--- src/rtl/jpeg_scan_ctrl.sv ---
`default_nettype none
// ============================================================================
// Module   : jpeg_scan_ctrl
// Purpose  : Routes JPEG bytes to the header parser or the entropy reader and
//            resolves FF-prefixed sequences (stuffing, fill, RSTn, EOI).
// Revision : 1.0
// ============================================================================
module jpeg_scan_ctrl (
    input  logic        clk,
    input  logic        rst_n,
    input  logic        start_scan,
    input  logic [15:0] restart_interval,
    input  logic [7:0]  in_byte,
    input  logic        in_valid,
    output logic        in_ready,
    output logic [7:0]  hdr_byte,
    output logic        hdr_valid,
    input  logic        hdr_ready,
    output logic [7:0]  ent_byte,
    output logic        ent_valid,
    input  logic        ent_ready,
    input  logic        mcu_done,
    output logic        resync,
    output logic        eoi,
    output logic        marker_err,
    output logic        scan_active
);

    localparam logic [1:0] c_ST_HDR     = 2'd0;
    localparam logic [1:0] c_ST_SCAN    = 2'd1;
    localparam logic [1:0] c_ST_SCAN_FF = 2'd2;
    localparam logic [1:0] c_ST_EMIT_00 = 2'd3;

    logic [1:0]  r_state;
    logic [1:0]  w_state_next;
    logic [7:0]  r_ent_byte;
    logic        r_ent_valid;
    logic        r_resync;
    logic        r_eoi;
    logic        r_marker_err;
    logic [15:0] r_interval;
    logic [15:0] r_mcu_cnt;
    logic [2:0]  r_rst_idx;

    logic        w_in_fire;
    logic        w_ent_fire;
    logic        w_start_acc;
    logic        w_ent_load;
    logic [7:0]  w_ent_load_byte;
    logic        w_rst_hit;
    logic        w_rst_bad;
    logic        w_eoi_hit;
    logic        w_err_hit;

    assign w_in_fire   = in_valid & in_ready;
    assign w_ent_fire  = r_ent_valid & ent_ready;
    assign w_start_acc = (r_state == c_ST_HDR) & start_scan;
    assign w_rst_bad   = (r_interval == 16'h0000) | (r_mcu_cnt != r_interval) |
                         (in_byte[2:0] != r_rst_idx);

    // State register
    always_ff @(posedge clk) begin
        if (!rst_n) begin
            r_state <= c_ST_HDR;
        end else begin
            r_state <= w_state_next;
        end
    end

    // Next-state and per-byte decode
    always_comb begin
        w_state_next    = r_state;
        w_ent_load      = 1'b0;
        w_ent_load_byte = 8'h00;
        w_rst_hit       = 1'b0;
        w_eoi_hit       = 1'b0;
        w_err_hit       = 1'b0;
        case (r_state)
            c_ST_HDR: begin
                if (start_scan) w_state_next = c_ST_SCAN;
            end
            c_ST_SCAN: begin
                if (w_in_fire) begin
                    if (in_byte == 8'hFF) begin
                        w_state_next = c_ST_SCAN_FF;
                    end else begin
                        w_ent_load      = 1'b1;
                        w_ent_load_byte = in_byte;
                    end
                end
            end
            c_ST_SCAN_FF: begin
                if (w_in_fire) begin
                    if (in_byte == 8'h00) begin
                        // Stuffed pair goes to the reader intact: FF now, 00 next.
                        w_ent_load      = 1'b1;
                        w_ent_load_byte = 8'hFF;
                        w_state_next    = c_ST_EMIT_00;
                    end else if (in_byte == 8'hFF) begin
                        w_state_next = c_ST_SCAN_FF;
                    end else if (in_byte[7:3] == 5'b11010) begin
                        w_rst_hit    = 1'b1;
                        w_state_next = c_ST_SCAN;
                    end else if (in_byte == 8'hD9) begin
                        w_eoi_hit    = 1'b1;
                        w_state_next = c_ST_HDR;
                    end else begin
                        w_err_hit    = 1'b1;
                        w_state_next = c_ST_HDR;
                    end
                end
            end
            c_ST_EMIT_00: begin
                if (!r_ent_valid || ent_ready) begin
                    w_ent_load      = 1'b1;
                    w_ent_load_byte = 8'h00;
                    w_state_next    = c_ST_SCAN;
                end
            end
            default: w_state_next = c_ST_HDR;
        endcase
    end

    // Output decode
    always_comb begin
        hdr_byte  = in_byte;
        hdr_valid = 1'b0;
        in_ready  = 1'b0;
        case (r_state)
            c_ST_HDR: begin
                hdr_valid = in_valid;
                in_ready  = hdr_ready & ~start_scan;
            end
            c_ST_SCAN:    in_ready = ~r_ent_valid | ent_ready;
            // Reader must drain before a marker is acted upon.
            c_ST_SCAN_FF: in_ready = ~r_ent_valid;
            default:      in_ready = 1'b0;
        endcase
    end

    always_ff @(posedge clk) begin
        if (!rst_n) begin
            r_ent_byte   <= 8'h00;
            r_ent_valid  <= 1'b0;
            r_resync     <= 1'b0;
            r_eoi        <= 1'b0;
            r_marker_err <= 1'b0;
            r_interval   <= 16'h0000;
            r_mcu_cnt    <= 16'h0000;
            r_rst_idx    <= 3'd0;
        end else begin
            if (w_ent_load) begin
                r_ent_byte  <= w_ent_load_byte;
                r_ent_valid <= 1'b1;
            end else if (w_ent_fire) begin
                r_ent_valid <= 1'b0;
            end

            r_resync <= w_rst_hit;
            r_eoi    <= w_eoi_hit;

            if (w_start_acc) begin
                r_marker_err <= 1'b0;
                r_interval   <= restart_interval;
                r_rst_idx    <= 3'd0;
            end else begin
                if (w_err_hit || (w_rst_hit && w_rst_bad)) r_marker_err <= 1'b1;
                if (w_rst_hit) r_rst_idx <= in_byte[2:0] + 3'd1;
            end

            if (w_start_acc || w_rst_hit) begin
                r_mcu_cnt <= 16'h0000;
            end else if (mcu_done && (r_state != c_ST_HDR) && (r_mcu_cnt != 16'hFFFF)) begin
                r_mcu_cnt <= r_mcu_cnt + 16'h0001;
            end
        end
    end

    assign ent_byte    = r_ent_byte;
    assign ent_valid   = r_ent_valid;
    assign resync      = r_resync;
    assign eoi         = r_eoi;
    assign marker_err  = r_marker_err;
    assign scan_active = (r_state != c_ST_HDR);

endmodule
`default_nettype wire

--- config.mk ---
export PLATFORM = sky130hd
export DESIGN_NAME = jpeg_scan_ctrl
export DESIGN_NICKNAME = d
export VERILOG_FILES = /design/src/rtl/jpeg_scan_ctrl.sv
export SDC_FILE = /design/constraint.sdc
export NUM_CORES = 1
export LEC_CHECK = 0
export BUFFER_PORTS_ARGS = -buffer_cell sky130_fd_sc_hd__clkbuf_2
export CORE_MARGIN = 4
export CORE_UTILIZATION = 46
export DETAILED_ROUTE_END_ITERATION = 8
export GPL_TIMING_DRIVEN = 1
export PLACE_DENSITY = 0.69
export SLEW_MARGIN = 30
export SYNTH_ARGS = -nofsm -noshare
export SYNTH_HDL_FRONTEND = slang
export SYNTH_SLANG_ARGS = --single-unit
--- constraint.sdc ---
create_clock -name clk -period 2.1 [get_ports clk]
set_input_delay 0.42 -clock clk [delete_from_list [all_inputs] [get_ports clk]]
set_output_delay 0.42 -clock clk [all_outputs]
set_load 0.005 [all_outputs]
==> metrics.cfg <==
[floorplanning]
ios = 54
die_y_um = 84.9
die-area_sq_um = 7210
placementRows = 27
die_w_um = 84.9
initial_core_util_pct = 48.5
core_sq_um = 5610

[timing]
setup_viol = 0
drv_slew = 0
final-hold-violation-count = 0
period_needed_ps = 2000
fin_worst_skew_ps = 14.2
period_share_pct = 95.4
rsz0062_at_grt = no
slew_headroom_pct = 63.3
fin_hold_ws_ps = 341
timing.setup.tns_ps = 0
worst_slew_pin_slew_ps = 545
fmax_mhz = 499

[setup_path]
critPathArrivalTime_ps = 2230
required_ps = 2330
slowest_stage = dfxtp_2
critPathMaxFanout = 9
worstSetupStartpointType = register
critical_path.max_stage_delay_ps = 370
cp-end-kind = register
criticalPathCategory = register to register
critical_path.cell_chain = inv_1 > ha_1 > and4b_1 > nand3_1 > a31o_2 > or3_1 > a21oi_1
ff2ff_path_depth = 7

[route]
drc = 0
drtAntennaViolNets = 0
firstDrtPassIters = 4
vias = 2449
drt_wl_total_um = 6470
drt_iter0_drc = 145
wire_per_inst_um = 14.2
vias_per_cell = 5.36

[cts]
clock_sinks = 49
postCtsSetupRepairBufs = 0
htreeDepth = 2
numCtsBuffers = 5
insertion_delay_ps = 300
cts_resized = 0
cts-root-buf = clkbuf_8
cts_tree = built
clk_pin_slew_worst_paths_ps = 100
ctsLongestPathBuffers = 2
postCtsHoldBufs = 0

[placed_design]
place_area_sq_um = 3120
dp_hpwl_um = 5070
gp_congestion = 0.913
port_buffers = 53

[yosys]
syn_area_sq_um = 2720
synth_cells = 324
synthDistinctLibCells = 46
syn-num-nets = 365
ys_ff_latch = 49
synth_flop_cell = dfxtp_1
synth-seq-area-share_pct = 36.1
synth_edf_count = 0
async_flop_share_pct = 0
yosys_warnings = 0
postSynthAreaPerCell_sq_um = 8.40

[power]
pwr-share-seq_pct = 43.7
p_int_mw = 1.60
switching_power_mw = 0.835
share_comb_of_total_power_pct = 33.9
vdd_ir_drop_max_mv = 0.420
clkPwrFrac_pct = 22.4
power_mw = 2.43
leakage_nw = 1.40
swShare_pct = 34.3
power.density_nw_per_um2 = 758

[grt]
grt_pass1_wl_um = 10900
grt_pass1_vias = 2311
grt_max_degree = 26
antenna_found_initial = 0
grt_use_total_pct = 18.4
grt_overflow = 0

[cells_and_area]
n_antenna_cell = 0
final_core_utilization_pct = 57.2
final_cell_area_sq_um = 3210
drive_gt1_share_pct = 23.4
syn2layout_area_growth_pct = 17.9
fin_nets = 425

[flow_run]
cap_violations = 0

[worst_hold_path]
hp-class = input pin to register
hold_depth = 3

[run_status]
outcome = complete, no violations

-- kinds of logic (layout without fill, tap and decap cells) --
| group | Yosys count | in the layout | synth area share, % |
|---|---|---|---|
| AO/OA/AOI/OAI | 71 | 71 | 19.7 |
| adder cells (fa/ha/maj) | 10 | 10 | 4.60 |
| AND/OR/NAND/NOR | 131 | 131 | 24.2 |
| multiplexers | 3 | 3 | 1.10 |
| flip-flops | 49 | 49 | 36.1 |
| XOR/XNOR | 27 | 27 | 8.69 |
| buffers and inverters | 33 | 94 | 5.66 |
-- worst max-delay path, delay by kind of cell (launching register included) --
| kind | cells | cell delay (ps) |
|---|---|---|
| simple gates | 3 | 720 |
| fa+ha+maj | 1 | 270 |
| flops | 1 | 370 |
| buf+inv | 1 | 80 |
| compound gates | 2 | 480 |
-- layout make-up --
type,instances,area (sq um)
fill,544,2400
multi-input combinational,242,1590
sequential,49,983
timing repair buffer,73,415
tap,72,90.1
clock buffer,7,76.3
inverter,13,48.8
clock inverter,1,7.51
-- final timing paths --
path / slack, ps / endpoint / start
max: 100 / r_mcu_cnt[13] / r_state[0]
max reg2reg: 100 / r_mcu_cnt[13] / r_state[0]
min: 340 / r_interval[11] / restart_interval[11]
min reg2reg: 480 / ent_byte[3] / ent_byte[3]
-- power groups by stage --
| stage | Clock (mW) | Combinational [mW] | Sequential [mW] |
|---|---|---|---|
| finish | 0.546 | 0.825 | 1.06 |
| global route | 0.600 | 0.926 | 1.07 |
| CTS | 0.566 | 0.830 | 1.06 |
| detailed placement | 0 | 0.823 | 1.08 |
| global placement | 0 | 0.812 | 1.08 |
| floorplan | 0 | 0.534 | 1.06 |
-- cell usage after synthesis (5+ instances only) --
master	instances	area (sq um)
nand4_1	8	50.1
nor2_1	19	71.3
nand3_1	10	50.1
a21oi_1	9	45.0
dfxtp_1	49	981
o21ai_0	9	45.0
a22o_1	8	70.1
nor3_1	7	35.0
inv_1	13	48.8
ha_1	10	125
clkbuf_1	11	41.3
nand2_1	48	180
a21boi_0	17	128
xnor2_1	11	96.3
a21o_1	10	75.1
or3_1	5	31.3
buf_4	8	60.1
xor2_1	16	140
nor4_1	15	93.8
-- per-layer routing --
| layer | vias up | GRT usage [%] | wire (um) |
|---|---|---|---|
| met1 | 1095 | 26.2 | 3070 |
| met5 | - | 0 | 0 |
| met3 | 10 | 3.20 | 418 |
| met4 | 0 | 5.18 | 103 |
| met2 | 85 | 28.8 | 2880 |
| li1 | 1259 | - | - |
-- placed cells by master, fill, tap and decap left out, types with 2 or more instances in the layout --
cell type	synthesis	routed
inv_1	13	13
or3_1	5	5
nor4_1	15	15
or2_2	2	2
a21oi_1	9	9
xor2_1	16	16
dfxtp_1	49	47
a21o_1	10	10
o211ai_1	2	2
ha_1	10	10
a22o_1	8	8
clkbuf_2	0	53
clkbuf_1	11	2
mux2i_1	3	3
dfxtp_2	0	2
a21boi_0	17	17
nand4_1	8	8
nand2_1	48	48
buf_4	8	20
a211oi_1	4	4
o21ai_0	9	9
a31oi_1	3	3
nand3_1	10	10
xnor2_1	11	11
and4b_1	2	2
clkbuf_8	0	5
nor3_1	7	7
and2_1	4	4
nand2b_1	2	2
nor2_1	19	19
-- state kept, by name, indices dropped and copies added, names as in the netlist --
| signal | count |
|---|---|
| r_interval | 16 |
| r_mcu_cnt | 16 |
| ent_byte | 8 |
| r_rst_idx | 3 |
| r_state | 2 |
| ent_valid | 1 |
| eoi | 1 |
| marker_err | 1 |
| resync | 1 |
-- per-stage QoR --
stage	worst slack [ps]	std cells
2_1_floorplan	151	324
3_3_place_gp	44.4	449
3_5_place_dp	-9.23	449
4_1_cts	25.8	457
5_1_grt	28.3	457
6_report	95.7	457
Power figures use the tool's default switching activity.
